**src/rtl/pc_bus_ctrl.sv**
```systemverilog
// Purpose : 8088 local-bus to PC system-bus controller. Latches the multiplexed
//           address on ALE, turns CPU rd_n/wr_n into MEMR/MEMW/IOR/IOW strobes,
//           and holds the CPU in wait states from per-space counts, sys_rdy and a watchdog.
// Latency : strobe and sys_addr/sys_dout appear 1 cycle after the CPU edge is sampled;
//           read data is captured on the completing edge; strobes drop 1 cycle after rd_n/wr_n rise.
// Backpres: sys_rdy=0 stretches the command phase (ready=0) until sys_rdy=1 or TIMEOUT stall cycles.
//
// Ports:
//   clk, rst_n          clock (rising edge) and asynchronous active-low reset
//   ale, ad_in, a_hi    CPU address latch enable, sampled AD[7:0], A[19:8]
//   rd_n, wr_n, iom     CPU read/write strobes and I/O-vs-memory select
//   den_n               CPU data enable; gates ad_oe on reads
//   ad_out, ad_oe       read data returned to the CPU and its output enable
//   ready               CPU ready (low inserts wait states)
//   sys_addr, sys_dout  latched system address and write data
//   sys_din, sys_rdy    system read data and device ready
//   memr_n..iow_n       system bus strobes (at most one low)
//   bus_err             one-cycle pulse on protocol error or timeout
module pc_bus_ctrl #(
  parameter int MEM_WAIT = 0,
  parameter int IO_WAIT  = 1,
  parameter int TIMEOUT  = 255
) (
  input  logic        clk,
  input  logic        rst_n,
  input  logic        ale,
  input  logic [7:0]  ad_in,
  input  logic [11:0] a_hi,
  input  logic        rd_n,
  input  logic        wr_n,
  input  logic        iom,
  input  logic        den_n,
  output logic [7:0]  ad_out,
  output logic        ad_oe,
  output logic        ready,
  output logic [19:0] sys_addr,
  output logic [7:0]  sys_dout,
  input  logic [7:0]  sys_din,
  output logic        memr_n,
  output logic        memw_n,
  output logic        ior_n,
  output logic        iow_n,
  input  logic        sys_rdy,
  output logic        bus_err
);

  typedef enum logic [1:0] {
    IDLE = 2'd0,
    ADDR = 2'd1,
    CMD  = 2'd2,
    DONE = 2'd3
  } state_t;

  localparam logic [3:0] LP_MEM_WAIT = 4'(MEM_WAIT);
  localparam logic [3:0] LP_IO_WAIT  = 4'(IO_WAIT);
  // Timeout fires on the TIMEOUT-th stall cycle, i.e. when the count already
  // holds TIMEOUT-1 and the device is still not ready.
  localparam logic [7:0] LP_TO_LAST  = 8'(TIMEOUT - 1);

  // Strobe vector ordering: {memr_n, memw_n, ior_n, iow_n}
  localparam logic [3:0] LP_STRB_NONE = 4'b1111;

  state_t      r_state;
  logic        r_iom;
  logic        r_rd;
  logic [3:0]  r_wait_cnt;
  logic [7:0]  r_to_cnt;
  logic [3:0]  r_strb_n;
  logic        r_bus_err;
  logic [19:0] r_sys_addr;
  logic [7:0]  r_sys_dout;
  logic [7:0]  r_ad_out;

  state_t      w_state;
  logic        w_iom;
  logic        w_rd;
  logic [3:0]  w_wait_cnt;
  logic [7:0]  w_to_cnt;
  logic [3:0]  w_strb_n;
  logic        w_bus_err;
  logic [19:0] w_sys_addr;
  logic [7:0]  w_sys_dout;
  logic [7:0]  w_ad_out;

  logic        w_cmd_done;
  logic        w_stall;
  logic        w_timeout;
  logic [3:0]  w_strb_sel;

  // Completion and stall conditions only matter while in CMD.
  assign w_cmd_done = (r_wait_cnt == 4'd0) && sys_rdy;
  assign w_stall    = (r_wait_cnt == 4'd0) && !sys_rdy;
  assign w_timeout  = w_stall && (r_to_cnt == LP_TO_LAST);

  // Strobe chosen from the latched space and the CPU direction being sampled.
  always_comb begin
    w_strb_sel = LP_STRB_NONE;
    case ({r_iom, !rd_n})
      2'b01:   w_strb_sel = 4'b0111;  // memory read
      2'b00:   w_strb_sel = 4'b1011;  // memory write
      2'b11:   w_strb_sel = 4'b1101;  // I/O read
      default: w_strb_sel = 4'b1110;  // I/O write
    endcase
  end

  always_comb begin
    w_state    = r_state;
    w_iom      = r_iom;
    w_rd       = r_rd;
    w_wait_cnt = r_wait_cnt;
    w_to_cnt   = r_to_cnt;
    w_strb_n   = r_strb_n;
    w_bus_err  = 1'b0;
    w_sys_addr = r_sys_addr;
    w_sys_dout = r_sys_dout;
    w_ad_out   = r_ad_out;

    if (ale) begin
      // ALE always wins: latch the new address from any state. Arriving
      // mid-command it aborts the cycle and is reported as an error.
      w_sys_addr = {a_hi, ad_in};
      w_iom      = iom;
      w_state    = ADDR;
      if ((r_state == CMD) || (r_state == DONE)) begin
        w_bus_err = 1'b1;
        w_strb_n  = LP_STRB_NONE;
      end
    end else begin
      case (r_state)
        ADDR: begin
          if (!rd_n && !wr_n) begin
            // Both strobes low is illegal: flag it and keep waiting in ADDR.
            w_bus_err = 1'b1;
          end else if (rd_n ^ wr_n) begin
            w_state    = CMD;
            w_rd       = !rd_n;
            w_strb_n   = w_strb_sel;
            w_wait_cnt = r_iom ? LP_IO_WAIT : LP_MEM_WAIT;
            w_to_cnt   = 8'd0;
            if (rd_n) begin
              w_sys_dout = ad_in;
            end
          end
        end
        CMD: begin
          if (w_cmd_done) begin
            w_state = DONE;
            if (r_rd) begin
              w_ad_out = sys_din;
            end
          end else if (w_timeout) begin
            // Forced completion: reads return all-ones like an empty bus.
            w_state   = DONE;
            w_bus_err = 1'b1;
            if (r_rd) begin
              w_ad_out = 8'hFF;
            end
          end else begin
            if (r_wait_cnt != 4'd0) begin
              w_wait_cnt = r_wait_cnt - 4'd1;
            end
            if (w_stall) begin
              w_to_cnt = r_to_cnt + 8'd1;
            end
          end
        end
        DONE: begin
          if (rd_n && wr_n) begin
            w_strb_n = LP_STRB_NONE;
            w_state  = IDLE;
          end
        end
        default: begin
          // IDLE: CPU strobes without a preceding ALE are ignored.
        end
      endcase
    end
  end

  always_ff @(posedge clk or negedge rst_n) begin
    if (!rst_n) begin
      r_state    <= IDLE;
      r_iom      <= 1'b0;
      r_rd       <= 1'b0;
      r_wait_cnt <= 4'd0;
      r_to_cnt   <= 8'd0;
      r_strb_n   <= LP_STRB_NONE;
      r_bus_err  <= 1'b0;
      r_sys_addr <= 20'd0;
      r_sys_dout <= 8'd0;
      r_ad_out   <= 8'd0;
    end else begin
      r_state    <= w_state;
      r_iom      <= w_iom;
      r_rd       <= w_rd;
      r_wait_cnt <= w_wait_cnt;
      r_to_cnt   <= w_to_cnt;
      r_strb_n   <= w_strb_n;
      r_bus_err  <= w_bus_err;
      r_sys_addr <= w_sys_addr;
      r_sys_dout <= w_sys_dout;
      r_ad_out   <= w_ad_out;
    end
  end

  assign memr_n   = r_strb_n[3];
  assign memw_n   = r_strb_n[2];
  assign ior_n    = r_strb_n[1];
  assign iow_n    = r_strb_n[0];
  assign bus_err  = r_bus_err;
  assign sys_addr = r_sys_addr;
  assign sys_dout = r_sys_dout;
  assign ad_out   = r_ad_out;

  // ready follows sys_rdy combinationally in CMD so the CPU sees the device
  // release in the same cycle it completes; the state reset makes it 1 at once.
  assign ready = (r_state != CMD) || w_cmd_done;

  // Drive the CPU bus only for a finished read and only while den_n is low.
  assign ad_oe = (r_state == DONE) && r_rd && !den_n;

endmodule

```
**config.mk**
```make
export PLATFORM = sky130hd
export DESIGN_NAME = pc_bus_ctrl
export DESIGN_NICKNAME = d
export VERILOG_FILES = /design/src/rtl/pc_bus_ctrl.sv
export SDC_FILE = /design/constraint.sdc
export NUM_CORES = 1
export LEC_CHECK = 0
export ABC_CLOCK_PERIOD_IN_PS = 2110
export BUFFER_PORTS_ARGS = -buffer_cell sky130_fd_sc_hd__buf_2
export CORE_UTILIZATION = 50
export DETAILED_ROUTE_END_ITERATION = 16
export GPL_ROUTABILITY_DRIVEN = 1
export PLACE_DENSITY = 0.87
export SLEW_MARGIN = 20
export SYNTH_ARGS = -nofsm -noshare
export SYNTH_HDL_FRONTEND = slang
export SYNTH_SLANG_ARGS = --single-unit
```
**constraint.sdc**
```tcl
create_clock -name clk -period 2.11 [get_ports clk]
set_input_delay 0.1055 -clock clk [delete_from_list [all_inputs] [get_ports clk]]
set_output_delay 0.1055 -clock clk [all_outputs]
set_load 0.02 [all_outputs]
```
==> run_results.csv, run 1 <==
group,metric,value,unit
status,outcome,"finished, final reports clean",
cells_and_area,area_growth,29.8,%
place,gp_congestion,0.846,
route,initialDrtViolationCount,125,
place,dpl.hpwl,4150,um
setup_path,cp.arrival,2.17,ns
timing,setup_tns,0,ns
grt,grt_use_total,0.222,
setup_path,rr_worst_depth,7,
timing,finClkSkew,0.0104,ns
yosys,postSynth.topFlopCell,"dfrtp_1",
timing,rsz0062_at_grt,"no",
cells_and_area,final_common_cell,"buf_2",
route,drt_wl_total,6210,um
cells_and_area,multi_input_area,0.00141,mm^2
route,viasPerCell,5.48,
setup_path,critPathRequiredTime,2.33,ns
worst_hold_path,whs_path_depth,2,
power_and_ir_drop,switching_share,0.366,
cts,clock-sinks,57,
cells_and_area,diodes,0,
cts,root_buffer,"clkbuf_8",
timing,maxSlewHeadroom,0.545,
yosys,yosysWarnings,0,
worst_hold_path,hp-class,"in2reg",
route,drt-pass1-iter-count,4,
setup_path,cp.depth,7,
die,fp.coreArea,0.00557,mm^2
route,wl_per_cell,15.2,um
setup_path,critPathBufInv,2,
setup_path,cp_max_fo,8,
run,drv_cap,0,
die,start_util,0.524,
power_and_ir_drop,internal_power,2940,uW
setup_path,path_class,"reg2reg",
timing,tightest_slew,0.682,ns
yosys,ys_seq_elements,57,
setup_path,cp-start-kind,"register",
power_and_ir_drop,combPwrFrac,0.402,
cts,cts_buffers,9,
setup_path,end_kind,"register",
cells_and_area,mostFrequentLayoutCells,"78 x buf_2, 53 x dfrtp_1, 34 x mux2_2",
cells_and_area,nFillCells,393,
yosys,synthesis.nets,277,
yosys,synth_edf_count,0,
cts,insertion_delay,0.34,ns
timing,maxSlewViolCount,0,
grt,antenna_found_initial,0,
setup_path,cpPeakStageDelay,0.42,ns
cells_and_area,seq_area,0.00143,mm^2
grt,grt_max_degree,58,
timing,final_hold_viol_count,0,
yosys,syn-cell-area,0.00292,mm^2
cts,clk_pin_slew,0.07,ns
cts,cts_tree,"done",
yosys,yosysUniqueCellTypes,54,
power_and_ir_drop,p_leak,0.00175,uW
grt,grt_pass1_vias,2267,
timing,period_share,0.925,
cells_and_area,drive_above_1_share,0.482,
cells_and_area,nets,379,
route,drcViolationCount,0,
setup_path,crit_family,"flip-flops",
power_and_ir_drop,p_per_area,1220,mW/mm^2
cts,cts_setup_buffers,0,
place,port_buffers,78,
setup_path,startpoint,"r_to_cnt[0]",
die,io_pins,79,
die,fp.dieH,78.4,um
grt,grt_pass1_wl,10400,um
cts,cts_buffer_depth,2,
yosys,synthArstFlopShare,1.00,
power_and_ir_drop,p_switching,1700,uW
power_and_ir_drop,pwr-share-clk,0.239,
route,detail-route-antenna-nets,0,
route,num_vias,2246,
worst_hold_path,min_from,"a_hi[2]",
setup_path,r2r_slack,0.16,ns
yosys,synth_area_per_cell,12.6,um^2
die,num_rows,27,
die,die-width,78.4,um
setup_path,crit_path_cell_trace,"inv_1, ha_1, nand4_4, o21bai_2, and4b_1, buf_4, mux2_4",
grt,grt-ovfl-total,0,
power_and_ir_drop,power_frac_seq,0.359,
setup_path,rr_startpoint,"r_to_cnt[0]",
setup_path,slowest_stage,"dfrtp_1",
timing,final.min_clock_period,1.95,ns
yosys,synthCells,231,
power_and_ir_drop,ir_drop,827,uV
timing,fmax,0.512,GHz
die,dieArea,0.00615,mm^2
cts,cts-htree-levels,3,
power_and_ir_drop,finalPower,4640,uW
yosys,seq_area_frac_synth,0.490,
timing,finalSetupViolCount,0,
[synthesized netlist by cell type (3+ instances only)]
| cell type | instances | share of area |
|---|---|---|
| nor2_1 | 5 | 0.0064 |
| nor3_1 | 7 | 0.012 |
| ha_1 | 10 | 0.043 |
| nand3_1 | 5 | 0.0086 |
| nand2_1 | 11 | 0.014 |
| nand2b_1 | 11 | 0.024 |
| nor3b_1 | 3 | 0.0077 |
| dfstp_2 | 4 | 0.036 |
| buf_2 | 6 | 0.010 |
| mux2_2 | 34 | 0.13 |
| a31oi_1 | 4 | 0.0086 |
| a21oi_1 | 4 | 0.0069 |
| o21ai_0 | 4 | 0.0069 |
| dfrtp_1 | 53 | 0.45 |
| a41oi_1 | 4 | 0.012 |
| inv_1 | 11 | 0.014 |
| mux2_4 | 9 | 0.046 |
[power groups by stage]
| stage | combinational [uW] | sequential, uW | clock [uW] |
|---|---|---|---|
| after floorplan | 995 | 1930 | 0 |
| after global placement | 1730 | 1650 | 0 |
| after detailed placement | 1800 | 1670 | 0 |
| after CTS | 1830 | 1660 | 1120 |
| after global routing | 2010 | 1710 | 1180 |
| final | 1860 | 1670 | 1110 |
[worst register-to-register path, stage by stage, from the launching register on]
cell and delay (ns):
dfrtp_1 0.42, inv_1 0.11, ha_1 0.19, nand4_4 0.13, o21bai_2 0.26, and4b_1 0.22
buf_4 0.19, mux2_4 0.32
[metrics by stage]
step | instances | util | instance area [um^2] | hold slack (ns) | setup slack, ns
after CTS | 410 | 0.678 | 3780 | 0.000515 | 0.0775
after floorplan | 231 | - | 2920 | -0.190 | 0.336
final | 410 | 0.680 | 3790 | 0.0110 | 0.157
after global placement | 378 | 0.610 | 3400 | 0.282 | 0.223
after global routing | 410 | 0.680 | 3790 | 0.00416 | 0.0298
after detailed placement | 378 | 0.610 | 3400 | 0.281 | 0.158
[routing by layer]
| metal | wire [um] | vias to the layer above | GRT usage |
|---|---|---|---|
| met4 | 119 | 0 | 0.0870 |
| met1 | 2720 | 1113 | 0.277 |
| li1 | - | 1046 | - |
| met3 | 389 | 10 | 0.0767 |
| met5 | 0 | - | 0 |
| met2 | 2990 | 77 | 0.353 |
[cell families after synthesis]
family | Yosys count | synth area share
and+or+nand+nor | 61 | 0.137
muxes | 44 | 0.181
buffers and inverters | 21 | 0.0347
AOI/OAI and AO/OA | 38 | 0.115
adders and majority gates | 10 | 0.0428
DFF | 57 | 0.490
[registers in the layout (all words and copies together) (netlist names)]
signal      cells
sys_dout        8
r_rd            1
sys_addr       20
r_state         2
r_iom           1
r_wait_cnt      4
bus_err         1
r_to_cnt        8
ad_out          8
r_strb_n        4
[worst paths after layout]
check                               end
setup / recovery              ad_out[3]
hold / removal             sys_addr[10]
setup reg to reg              ad_out[3]
hold reg to reg             sys_addr[8]
max in group asynchronous       bus_err
min in group asynchronous   sys_addr[5]
[timing repair]
action                                 CTS  global route
setup endpoints to repair                1             3
gates cloned                             0             0
gates resized for setup                  2             3
hold buffers                            16             0
endpoints found under the hold margin   69             0
pin swaps                                0             1
[area by class of cell]
class,instances,area share
timing repair buffer,101,0.159
clock inverter,2,0.00924
multi-input combinational,153,0.371
tap,72,0.0238
inverter,11,0.0109
sequential,57,0.377
clock buffer,14,0.0482
Power figures use the tool's default switching activity.
==> run 2: changes to the inputs <==
CORE_UTILIZATION = 52   (was 50)
PLACE_DENSITY = 0.89   (was 0.87)
==> run 2 against run 1 <==
Effect of this change: total power fell by 0.47%; design area grew 1.5%; clock skew down 0.0032 ns; via count up 1.5%; critical path type unchanged; largest cell class unchanged.
==> run_results.csv, run 2 (synthesis gave the netlist of run 1 again) <==
group,metric,value,unit
cells_and_area,diodes,0,
cts,cts-htree-levels,3,
cells_and_area,nets,385,
route,drt_wl_total,6670,um
timing,final.min_clock_period,2.00,ns
timing,finalSetupViolCount,0,
die,die-width,77.0,um
cells_and_area,mostFrequentLayoutCells,"78 x buf_2, 53 x dfrtp_1, 34 x mux2_2",
setup_path,end_kind,"register",
cells_and_area,area_growth,31.7,%
die,num_rows,26,
route,num_vias,2280,
timing,rsz0062_at_grt,"no",
cells_and_area,nFillCells,355,
setup_path,crit_family,"compound AO/OA/AOI/OAI gates",
place,place_area,0.00343,mm^2
grt,grt_pass1_wl,11300,um
cts,clock-sinks,57,
timing,period_share,0.947,
place,gp_congestion,0.907,
run,drv_cap,0,
timing,tightest_slew,0.631,ns
route,drt-pass1-iter-count,4,
setup_path,slowest_stage,"dfrtp_1",
cts,root_buffer,"clkbuf_8",
cts,cts_setup_buffers,0,
place,port_buffers,78,
power_and_ir_drop,ir_drop,738,uV
die,fp.coreArea,0.00527,mm^2
die,fp.dieH,77.0,um
route,detail-route-antenna-nets,0,
grt,grt_pass1_vias,2411,
cells_and_area,final_common_cell,"buf_2",
timing,maxSlewViolCount,0,
status,outcome,"finished, final reports clean",
cells_and_area,largest_reg_flops,20,
cells_and_area,drive_above_1_share,0.480,
cells_and_area,multi_input_area,0.00141,mm^2
timing,finClkSkew,0.00725,ns
cells_and_area,seq_area,0.00143,mm^2
grt,grt_max_degree,34,
power_and_ir_drop,p_per_area,1200,mW/mm^2
die,dieArea,0.00592,mm^2
route,viasPerCell,5.51,
grt,grt-ovfl-total,0,
cts,clk_pin_slew,0.07,ns
timing,maxSlewHeadroom,0.579,
setup_path,cpPeakStageDelay,0.44,ns
route,initialDrtViolationCount,244,
setup_path,critPathBufInv,1,
timing,setup_tns,0,ns
setup_path,path_class,"reg2reg",
cts,insertion_delay,0.33,ns
cts,cts_buffer_depth,2,
route,drcViolationCount,0,
timing,final_hold_viol_count,0,
setup_path,cp_max_fo,7,
place,dpl.hpwl,4230,um
timing,fmax,0.500,GHz
setup_path,cp-start-kind,"register",
cells_and_area,finalInstanceArea,0.00385,mm^2
cts,cts_buffers,9,
worst_hold_path,hp-class,"in2reg",
route,wl_per_cell,16.1,um
grt,grt_use_total,0.247,
setup_path,critPathRequiredTime,2.32,ns
power_and_ir_drop,p_leak,0.00178,uW
cts,cts_tree,"done",
setup_path,crit_path_cell_trace,"inv_1, ha_1, a211oi_4, o21a_4, mux2_4",
die,start_util,0.554,
die,io_pins,79,
grt,antenna_found_initial,0,
setup_path,cp.arrival,2.21,ns
-- run 2: cell count changes in the layout (fill, tap and decap cells not counted), sizes merged --
cell,delta
clkinvlp,+1
clkinv,+1
buf,+2
clkbuf,-2
dlygate4sd3,+4
-- run 2: final timing paths --
path | startpoint | endpoint | slack, ns | depth (start not counted)
min in group asynchronous | rst_n | sys_addr[1] | 0.31 | 2
hold reg to reg | sys_addr[13] | sys_addr[13] | 0.50 | 1
max in group asynchronous | rst_n | r_strb_n[3] | 1.15 | 3
hold / removal | a_hi[0] | sys_addr[8] | 0.02 | 2
setup / recovery | r_state[0] | r_to_cnt[1] | 0.11 | 5
setup reg to reg | r_state[0] | r_to_cnt[1] | 0.11 | 5
-- run 2: final cells by class --
cell class | instances | area share
clock buffers | 12 | 0.0403
clock inverters | 4 | 0.0133
inverters | 11 | 0.0107
multi-input cells | 153 | 0.367
flip-flops and latches | 57 | 0.372
well taps | 70 | 0.0228
repair buffers | 107 | 0.174
-- run 2: repair_timing --
item | CTS | global route
cloned | 0 | 0
setup endpoints to repair | 1 | 7
hold buffers | 20 | 0
endpoints found under the hold margin | 46 | 0
pin swaps | 0 | 1
gates resized for setup | 1 | 4
-- run 2: metal layers --
metal  part of all wire  routed length, um  global-route usage  vias up
met5                  0                  0                   0        -
met4              0.013                 89              0.0808        0
met3              0.063                423              0.0833       12
met2               0.51               3400               0.408       89
met1               0.41               2760               0.302     1122
li1                   -                  -                   -     1057
-- run 2: metrics by stage --
stage | total power (uW) | setup slack [ns] | hold slack, ns | cells | utilization
after detailed placement | 3470 | 0.172 | 0.144 | 378 | 0.650
final | 4620 | 0.111 | 0.0245 | 414 | 0.730
after global routing | 4890 | 0.00162 | 0.00786 | 414 | 0.730
after floorplan | 2930 | 0.336 | -0.190 | 231 | -
after global placement | 3410 | 0.174 | 0.140 | 378 | 0.650
after CTS | 4570 | 0.0288 | 0.00552 | 414 | 0.727
-- run 2: report_power, final --
part | switching (uW) | internal, uW
sequential | 254 | 1420
combinational | 1040 | 857
clock | 437 | 610
total | 1730 | 2890
